<file path="src/rtl/aes_core_arbiter_if.sv">
// rtl/aes_core_arbiter_if.sv - requester, response and AES core bus bundle for aes_core_arbiter
// master = client/core side, slave = arbiter side.
interface aes_core_arbiter_if #(
  parameter int NUM_REQ = 2,
  parameter int ID_W    = 3
);
  logic [NUM_REQ-1:0]     req_valid;
  logic [NUM_REQ*128-1:0] req_data;
  logic [NUM_REQ*256-1:0] req_key;
  logic [NUM_REQ-1:0]     req_ack;

  logic                   resp_valid;
  logic                   resp_ready;
  logic [ID_W-1:0]        resp_id;
  logic [127:0]           resp_data;
  logic                   resp_err;

  logic                   core_start;
  logic [127:0]           core_data_in;
  logic [255:0]           core_key;
  logic [127:0]           core_data_out;
  logic                   core_valid;

  modport master (
    output req_valid, req_data, req_key, resp_ready, core_data_out, core_valid,
    input  req_ack, resp_valid, resp_id, resp_data, resp_err,
    input  core_start, core_data_in, core_key
  );

  modport slave (
    input  req_valid, req_data, req_key, resp_ready, core_data_out, core_valid,
    output req_ack, resp_valid, resp_id, resp_data, resp_err,
    output core_start, core_data_in, core_key
  );
endinterface

</file>
<file path="src/rtl/aes_core_arbiter.sv">
// rtl/aes_core_arbiter.sv - round-robin sharing of one AES core between NUM_REQ requesters
// One request in flight at a time; a timed-out request returns resp_err with zero data.
module aes_core_arbiter #(
  parameter int NUM_REQ = 2,
  parameter int TIMEOUT = 64,
  parameter int ID_W    = 3
) (
  input  logic              i_clk,
  input  logic              i_reset,
  aes_core_arbiter_if.slave bus,
  output logic              o_busy
);
  localparam int CNT_W = $clog2(TIMEOUT + 1);

  typedef enum logic [1:0] {
    S_IDLE,
    S_ISSUE,
    S_WAIT,
    S_RESP
  } state_t;

  state_t             r_state;
  logic [ID_W-1:0]    r_rr_last;
  logic [CNT_W-1:0]   r_cnt;
  logic [NUM_REQ-1:0] r_req_ack;
  logic               r_resp_valid;
  logic [ID_W-1:0]    r_resp_id;
  logic [127:0]       r_resp_data;
  logic               r_resp_err;
  logic               r_core_start;
  logic [127:0]       r_core_data_in;
  logic [255:0]       r_core_key;
  logic               r_busy;

  logic [2*NUM_REQ-1:0] w_dbl_valid;
  logic [NUM_REQ-1:0]   w_rot_valid;
  logic [ID_W:0]        w_shamt;
  logic                 w_any;
  int                   w_offset;
  logic [ID_W-1:0]      w_win;
  logic [NUM_REQ-1:0]   w_win_onehot;
  logic [127:0]         w_win_data;
  logic [255:0]         w_win_key;

  // Rotating a doubled copy puts requester rr_last+1 at bit 0, so the lowest set bit is the winner.
  assign w_dbl_valid = {bus.req_valid, bus.req_valid};
  assign w_shamt     = {1'b0, r_rr_last} + (ID_W+1)'(1);
  assign w_rot_valid = NUM_REQ'(w_dbl_valid >> w_shamt);
  assign w_any       = |bus.req_valid;

  always_comb begin
    w_offset     = 0;
    w_win_onehot = '0;
    w_win_data   = '0;
    w_win_key    = '0;
    for (int j = NUM_REQ - 1; j >= 0; j--) begin
      if (w_rot_valid[j]) begin
        w_offset = j;
      end
    end
    w_win = ID_W'((int'(r_rr_last) + 1 + w_offset) % NUM_REQ);
    for (int j = 0; j < NUM_REQ; j++) begin
      if (w_win == ID_W'(j)) begin
        w_win_onehot[j] = 1'b1;
        w_win_data      = bus.req_data[j*128 +: 128];
        w_win_key       = bus.req_key[j*256 +: 256];
      end
    end
  end

  always_ff @(posedge i_clk) begin
    if (i_reset) begin
      r_state        <= S_IDLE;
      r_rr_last      <= ID_W'(NUM_REQ - 1);
      r_cnt          <= '0;
      r_req_ack      <= '0;
      r_resp_valid   <= 1'b0;
      r_resp_id      <= '0;
      r_resp_data    <= '0;
      r_resp_err     <= 1'b0;
      r_core_start   <= 1'b0;
      r_core_data_in <= '0;
      r_core_key     <= '0;
      r_busy         <= 1'b0;
    end else begin
      r_req_ack    <= '0;
      r_core_start <= 1'b0;
      case (r_state)
        S_IDLE: begin
          if (w_any) begin
            r_core_data_in <= w_win_data;
            r_core_key     <= w_win_key;
            r_resp_id      <= w_win;
            r_req_ack      <= w_win_onehot;
            r_busy         <= 1'b1;
            r_state        <= S_ISSUE;
          end
        end
        S_ISSUE: begin
          r_core_start <= 1'b1;
          r_cnt        <= '0;
          r_state      <= S_WAIT;
        end
        S_WAIT: begin
          r_cnt <= r_cnt + CNT_W'(1);
          // A result arriving on the last permitted cycle still counts as success.
          if (bus.core_valid) begin
            r_resp_data  <= bus.core_data_out;
            r_resp_err   <= 1'b0;
            r_resp_valid <= 1'b1;
            r_state      <= S_RESP;
          end else if (r_cnt == CNT_W'(TIMEOUT - 1)) begin
            r_resp_data  <= '0;
            r_resp_err   <= 1'b1;
            r_resp_valid <= 1'b1;
            r_state      <= S_RESP;
          end
        end
        S_RESP: begin
          if (bus.resp_ready) begin
            r_resp_valid <= 1'b0;
            r_resp_err   <= 1'b0;
            r_rr_last    <= r_resp_id;
            r_busy       <= 1'b0;
            r_state      <= S_IDLE;
          end
        end
        default: begin
          r_state <= S_IDLE;
          r_busy  <= 1'b0;
        end
      endcase
    end
  end

  assign bus.req_ack      = r_req_ack;
  assign bus.resp_valid   = r_resp_valid;
  assign bus.resp_id      = r_resp_id;
  assign bus.resp_data    = r_resp_data;
  assign bus.resp_err     = r_resp_err;
  assign bus.core_start   = r_core_start;
  assign bus.core_data_in = r_core_data_in;
  assign bus.core_key     = r_core_key;
  assign o_busy           = r_busy;
endmodule

</file>
<file path="src/flat_wrapper.sv">
// flat-port wrapper written by rule: the top's interface ports become plain ports
module aes_core_arbiter_flat 
#(
  parameter int NUM_REQ = 2,
  parameter int TIMEOUT = 64,
  parameter int ID_W    = 3
)
  (i_clk, i_reset, o_busy, bus_req_valid, bus_req_data, bus_req_key, bus_resp_ready, bus_core_data_out, bus_core_valid, bus_req_ack, bus_resp_valid, bus_resp_id, bus_resp_data, bus_resp_err, bus_core_start, bus_core_data_in, bus_core_key);
  aes_core_arbiter_if #(.NUM_REQ(NUM_REQ), .ID_W(ID_W)) bus_i ();
  input  logic i_clk;
  input  logic i_reset;
  output logic o_busy;
  input wire logic [$bits(bus_i.req_valid)-1:0] bus_req_valid;
  input wire logic [$bits(bus_i.req_data)-1:0] bus_req_data;
  input wire logic [$bits(bus_i.req_key)-1:0] bus_req_key;
  input wire logic [$bits(bus_i.resp_ready)-1:0] bus_resp_ready;
  input wire logic [$bits(bus_i.core_data_out)-1:0] bus_core_data_out;
  input wire logic [$bits(bus_i.core_valid)-1:0] bus_core_valid;
  output wire logic [$bits(bus_i.req_ack)-1:0] bus_req_ack;
  output wire logic [$bits(bus_i.resp_valid)-1:0] bus_resp_valid;
  output wire logic [$bits(bus_i.resp_id)-1:0] bus_resp_id;
  output wire logic [$bits(bus_i.resp_data)-1:0] bus_resp_data;
  output wire logic [$bits(bus_i.resp_err)-1:0] bus_resp_err;
  output wire logic [$bits(bus_i.core_start)-1:0] bus_core_start;
  output wire logic [$bits(bus_i.core_data_in)-1:0] bus_core_data_in;
  output wire logic [$bits(bus_i.core_key)-1:0] bus_core_key;
  assign bus_i.req_valid = bus_req_valid;
  assign bus_i.req_data = bus_req_data;
  assign bus_i.req_key = bus_req_key;
  assign bus_i.resp_ready = bus_resp_ready;
  assign bus_i.core_data_out = bus_core_data_out;
  assign bus_i.core_valid = bus_core_valid;
  assign bus_req_ack = bus_i.req_ack;
  assign bus_resp_valid = bus_i.resp_valid;
  assign bus_resp_id = bus_i.resp_id;
  assign bus_resp_data = bus_i.resp_data;
  assign bus_resp_err = bus_i.resp_err;
  assign bus_core_start = bus_i.core_start;
  assign bus_core_data_in = bus_i.core_data_in;
  assign bus_core_key = bus_i.core_key;
  aes_core_arbiter #(.NUM_REQ(NUM_REQ), .TIMEOUT(TIMEOUT), .ID_W(ID_W)) u_core (.i_clk(i_clk), .i_reset(i_reset), .bus(bus_i), .o_busy(o_busy));
endmodule
</file>
<file path="config.mk">
export PLATFORM = sky130hd
export DESIGN_NAME = aes_core_arbiter_flat
export DESIGN_NICKNAME = d
export VERILOG_FILES = /design/src/rtl/aes_core_arbiter_if.sv /design/src/rtl/aes_core_arbiter.sv /design/src/flat_wrapper.sv
export SDC_FILE = /design/constraint.sdc
export NUM_CORES = 1
export LEC_CHECK = 0
export BUFFER_PORTS_ARGS = -buffer_cell sky130_fd_sc_hd__buf_2
export CORE_AREA = 2 2 560 562
export CTS_CLUSTER_SIZE = 28
export DETAILED_ROUTE_END_ITERATION = 6
export DIE_AREA = 0 0 562 564
export PLACE_DENSITY = 0.3
export SLEW_MARGIN = 20
export SYNTH_ARGS = -nofsm -noshare
export SYNTH_HDL_FRONTEND = slang
export SYNTH_SLANG_ARGS = --single-unit
</file>
<file path="constraint.sdc">
create_clock -name i_clk -period 3.8 [get_ports i_clk]
set_input_delay 0.38 -clock i_clk [delete_from_list [all_inputs] [get_ports i_clk]]
set_output_delay 0.38 -clock i_clk [all_outputs]
set_load 0.01 [all_outputs]
</file>
; Word level (Yosys, flattened, before mapping)
; Index checks and enable logic that the tools add are counted.
[word_totals]
ff_bits = 531
latch_bits = 0
mem_bits_rw = 0
romBits = 0
in_bits = 902
out_inout_bits = 521
word_cells = 67
mem_count = 0
[classes]
addsub = 4
n_mul = 0
div = 0
magnitude_cmp = 0
n_eq_ne = 8
shifts = 1
mux = 25
bitwise_logic = 3
n_reduce_logical = 14
[op_table]
columns = op, n
row1 = 2-to-1 mux 128 bit, 4
row2 = 2-to-1 mux 256 bit, 2
row3 = case mux 7 bit (2 select lines), 1
row4 = 2-to-1 mux 1 bit, 10
row5 = AND reduction 3 bit, 3
row6 = 2-to-1 mux 2 bit, 4
row7 = case mux 2 bit (4 select lines), 1
row8 = nonzero test 2 bit, 4
row9 = "adder 7 x 1 -> 7 bit, second input constant", 1
row10 = "== test 7 x 6 -> 1 bit, second input constant", 1
row11 = case mux 1 bit (2 select lines), 3
row12 = AND reduction 2 bit, 3
row13 = "adder 3 x 1 -> 4 bit, second input constant", 1
row14 = "== test 2 bit, second input constant", 2
row15 = right shift 4 x 4 -> 2 bit, 1
row16 = "== test 3 x 1 -> 1 bit, second input constant", 1
row17 = logical NOT 3 bit, 1
row18 = "inequality test 3 x 2 -> 1 bit, second input constant", 1
row19 = OR reduction 3 bit, 1
row20 = "== test 2 x 1 -> 1 bit, second input constant", 1
row21 = logical NOT 2 bit, 1
row22 = "inequality test 2 x 1 -> 1 bit, second input constant", 1
row23 = "inequality test 2 bit, second input constant", 1
row24 = inverter 1 bit, 2
row25 = 4 further kinds, 4

; Logic depth before layout (Yosys ltp)
[logic_depth]
ltp_word = 9
ltp_mapped = 8

; Least setup slack after synthesis
; Ideal clock, no wire load.
[synth_timing]
path_type = register to register
from = register u_core.r_state[0]
to = register u_core.r_resp_data[107] (netlist: u_core.bus.resp_data[107])
arrival_time_ns = 1.530
required_ns = 3.683
slack_ns = 2.154
stages_incl_launch_ff = 8
n_path_buf = 3
period_less_slack_ns = 1.646
path_cell_list = dfxtp_1 -> inv_1 -> ha_1 -> clkbuf_1 -> and3_1 -> buf_2 -> buf_1 -> a22o_1
[synth_via]
elab_chain_len = 2
[synth_rtl]
columns = item, line_no
row1 = "start, declared", aes_core_arbiter.sv:22  ; state_t r_state;
row2 = "start signal, assigned", aes_core_arbiter.sv:73  ; r_state <= S_IDLE;
row3 = "start signal, assigned", aes_core_arbiter.sv:96  ; r_state <= S_ISSUE;
row4 = "start signal, assigned", aes_core_arbiter.sv:102  ; r_state <= S_WAIT;
row5 = == test 2 bit, aes_core_arbiter.sv:88  ; case (r_state)
row6 = AND reduction 2 bit (no source line), -
row7 = "end signal, assigned", aes_core_arbiter.sv:108  ; r_resp_data <= bus.core_data_out;
row8 = "end, declared", aes_core_arbiter.sv:28  ; logic [127:0] r_resp_data;
; Every way passes these cells.
; A chain may end at the register's enable or synchronous reset.

; Final worst setup path
[layout_timing]
from = register u_core.r_rr_last[0]
to = register u_core.r_core_data_in[95] (netlist: u_core.bus.core_data_in[95])
[layout_via]
elab_chain_len = 9
word_cells_on_any_way = 11
classes_between = add/sub (3) / eq/ne (1) / shift (1) / mux (4) / bitwise (1) / reduce/logical (1)
[layout_rtl]
columns = item, line_no
row1 = "start, declared", aes_core_arbiter.sv:23  ; logic [ID_W-1:0] r_rr_last;
row2 = "start signal, assigned", aes_core_arbiter.sv:74  ; r_rr_last <= ID_W'(NUM_REQ - 1);
row3 = "start signal, assigned", aes_core_arbiter.sv:123  ; r_rr_last <= r_resp_id;
row4 = adder 3 x 1 -> 4 bit, "aes_core_arbiter.sv:47, aes_core_arbiter.sv:61"
row5 = right shift 4 x 4 -> 2 bit, aes_core_arbiter.sv:48  ; assign w_rot_valid = NUM_REQ'(w_dbl_valid >> w_shamt);
row6 = 2-to-1 mux 1 bit (2 in a row), aes_core_arbiter.sv:57  ; if (w_rot_valid[j]) begin
row7 = adder 1 bit (*), aes_core_arbiter.sv:61  ; w_win = ID_W'((int'(r_rr_last) + 1 + w_offset) % NUM_REQ);
row8 = bitwise AND 1 bit (no source line), -
row9 = logical NOT 3 bit, aes_core_arbiter.sv:63  ; if (w_win == ID_W'(j)) begin
row10 = 2-to-1 mux 128 bit, aes_core_arbiter.sv:63
row11 = 2-to-1 mux 128 bit (*), aes_core_arbiter.sv:63
row12 = "end signal, assigned", aes_core_arbiter.sv:91  ; r_core_data_in <= w_win_data;
row13 = "end, declared", aes_core_arbiter.sv:31  ; logic [127:0] r_core_data_in;
; Every way passes the cells marked *; elsewhere a longest branch is shown, timed or not.

==> impl_metrics.toml <==
[floorplan]
ios = 1423
die_h_um = 564
rows = 205
start_util = 0.06764
dieArea_mm2 = 0.3170
core-area_mm2 = 0.3109
fp.dieW_um = 562

[detailed_routing]
drtIter0Drc = 1295
dr.pass1.iters = 5
top_layer = "met5"
met1Wirelength_mm = 78.85
via_count = 26730
wl_met3_mm = 29.92
routed_via_density = 3.111
wire_per_inst_um = 25.25
drc_errors = 0
antenna_left = 0
wl_mm = 216.9
wl_met2_mm = 97.50

[clocking]
clkTransAtPathRegs_ns = 0.06
cts_tree = "built"
cts_buffers = 80
clock_latency_ns = 0.79
cts_root_buf = "clkbuf_16"
cts.sinks = 529
cts.path.max_buffers = 4
htreeDepth = 3

[layout]
most-common-layout-cells = "buf_2 (1420), dlygate4sd3_1 (866), dfxtp_1 (529)"
drive_above_1_share = 0.3678
synthToLayoutAreaGrowth_pct = 110.8
utilization = 0.1426
final_common_cell = "buf_2"
n_fill_cell = 35700
nets = 5212
layout.cells.non_filler = 8593

[worst_setup_path]
path_buf_inv = 3
crit_arrival_ns = 3.44
slowest_stage = "maj3_4"
crit_path_max_incr_delay_ns = 0.62
path_cells = "maj3_4, buf_12, buf_4, mux2i_1, dlygate4sd3_1, a21oi_1"
required_ns = 4.42
startpoint_type = "register"
critical_path.top_delay_family = "buffers and inverters"
cp-end-kind = "register"
cp_max_fo = 45
worstSetupPathType = "reg -> reg"

[hold_path]
hold_class = "in -> reg"

[sta]
hold_viol = 0
period_needed_ns = 2.820
rsz0062_at_grt = "no"
max_freq_ghz = 0.3546
finalCritPeriodShare = 0.7422
max_slew_margin = 0.3432
worst_pin_slew_ns = 0.9852
drv_slew = 0
setup_viol = 0
setup_tns_ns = 0
whs_ns = 0.06627
finClkSkew_ns = 0.07624

[global_route]
grt_overflow = 0
grt_max_degree = 158
grt_pass1_vias = 26770
grt_antenna_before_repair = 236
grt.total_usage = 0.1304
grt_pass1_wl_mm = 271.0

[pwr]
vdd_drop_max_mv = 0.3147
intPower_uw = 15200
p_leak_uw = 0.02049
power.density_mw_per_mm2 = 558.9
sequentialPowerShare = 0.321
pwr-share-comb = 0.368
switching_share = 0.3862
power_uw = 24770
pwr-share-clk = 0.311
p_switching_uw = 9566

[synth]
synth_mux_area_frac = 0.1838
synth-xor-area-share = 0.001250
synth_seq_cells = 529
ys_warn_count = 0
synth_cell_types = 38
synth_top_family_by_area = "compound AO/OA/AOI/OAI gates"
seq_area_frac_synth = 0.5037
syn_avg_cell_area_um2 = 10.07
synth_cells = 2088
synthSimpleGateAreaFrac = 0.01083
synth_compound_area_frac = 0.2415
synthAdderAreaFrac = 0.004106
syn-cell-area_mm2 = 0.02103

[placed_design]
dp_cells = 7496
port_buffers = 1420
gp_congestion = 0.8564
dpl.hpwl_mm = 183.8

[run_status]
outcome = "completed"

[run]
maxCapViolations = 0
==> power groups by stage <==
stage / Combinational, uW / Sequential (uW) / Clock, uW
global placement: 8250 / 8000 / 0
CTS: 9290 / 7930 / 8070
global route: 9840 / 8120 / 8210
detailed placement: 8240 / 8010 / 0
finish: 9110 / 7940 / 7710
floorplan: 3150 / 8590 / 0
==> path summary, 6_finish.rpt <==
check	start	to	slack, ns	cells after the start
setup / recovery	u_core.r_rr_last[0]	u_core.bus.core_data_in[95]	0.98	6
hold / removal	bus_req_key[510]	u_core.bus.core_key[254]	0.07	3
setup reg to reg	u_core.r_rr_last[0]	u_core.bus.core_data_in[95]	0.98	6
hold reg to reg	u_core.o_busy	u_core.o_busy	0.47	2
==> routing by layer <==
metal  GRT usage  vias to the layer above
met2      0.2123                     1433
met3     0.07769                      563
met4     0.04969                      186
li1            -                    12250
met5           0                        -
met1      0.1371                    12300
==> tightest hold or removal path, stage by stage <==
cell,delay (ns)
buf_2,0.08
mux2i_1,0.12
a21oi_1,0.18
==> metrics by stage <==
| stage | setup slack [ns] | cell area [um^2] |
|---|---|---|
| final | 0.9795 | 44320 |
| after global routing | 0.8581 | 44200 |
| after CTS | 0.9741 | 44090 |
| after detailed placement | 1.225 | 32800 |
| after global placement | 1.239 | 32800 |
| after floorplan | 2.154 | 21030 |
==> synthesized netlist by cell type, drive strengths merged <==
cell,n,share of area
o2111ai,1,0.00042
a22o,128,0.053
nand2,9,0.0016
and2,1,0.00030
a2bb2oi,1,0.00042
xor2,3,0.0012
a211oi,16,0.0060
o311ai,1,0.00042
dfxtp,529,0.50
clkbuf,130,0.023
inv,6,0.0011
ha,6,0.0036
a21oi,376,0.089
and4b,1,0.00048
o31ai,1,0.00036
mux2i,386,0.18
nor2b,2,0.00059
nand3b,1,0.00036
maj3,1,0.00054
nand2b,2,0.00059
and3,2,0.00059
o21a,3,0.0011
nand4,3,0.00089
nand3,3,0.00071
a21o,2,0.00071
a21boi,1,0.00036
buf,75,0.030
nor3b,1,0.00036
conb,1,0.00018
or3,2,0.00059
o41ai,1,0.00042
o21ai,372,0.089
nor2,21,0.0037
==> kinds of logic (layout without fill, tap and decap cells) <==
| family | count (synthesis) | count (layout) |
|---|---|---|
| muxes | 386 | 386 |
| adders and majority gates | 7 | 7 |
| AOI/OAI and AO/OA | 903 | 903 |
| buffers and inverters | 211 | 2483 |
| xor gates and xnor gates | 3 | 3 |
| and+or+nand+nor | 48 | 48 |
| DFF | 529 | 529 |
| other | 1 | 94 |
==> state kept, by name (all words and copies together), names as in the netlist, 2 cells and up <==
name / count
u_core.bus.core_key: 256
u_core.bus.core_data_in: 128
u_core.bus.resp_data: 128
u_core.r_cnt: 7
u_core.bus.req_ack: 2
u_core.r_state: 2
==> cell type report <==
cell class | instances | area, um^2 | area share
timing repair buffer | 2338 | 16350 | 0.3690
clock inverter | 27 | 319.1 | 0.007199
antenna | 92 | 230.2 | 0.005195
inverter | 6 | 30.03 | 0.0006775
tap | 4140 | 5180 | 0.1169
sequential | 529 | 10590 | 0.2389
multi-input combinational | 1349 | 9315 | 0.2102
clock buffer | 112 | 2302 | 0.05195
==> repair_timing <==
item | 4_1_cts | 5_1_grt
setup buffers | 0 | 0
hold buffers | 866 | 0
resized for setup | 0 | 0
endpoints found under the setup margin | 0 | 0
hold endpoints to repair | 502 | 0
No activity file was read; power rests on OpenSTA's default activity.
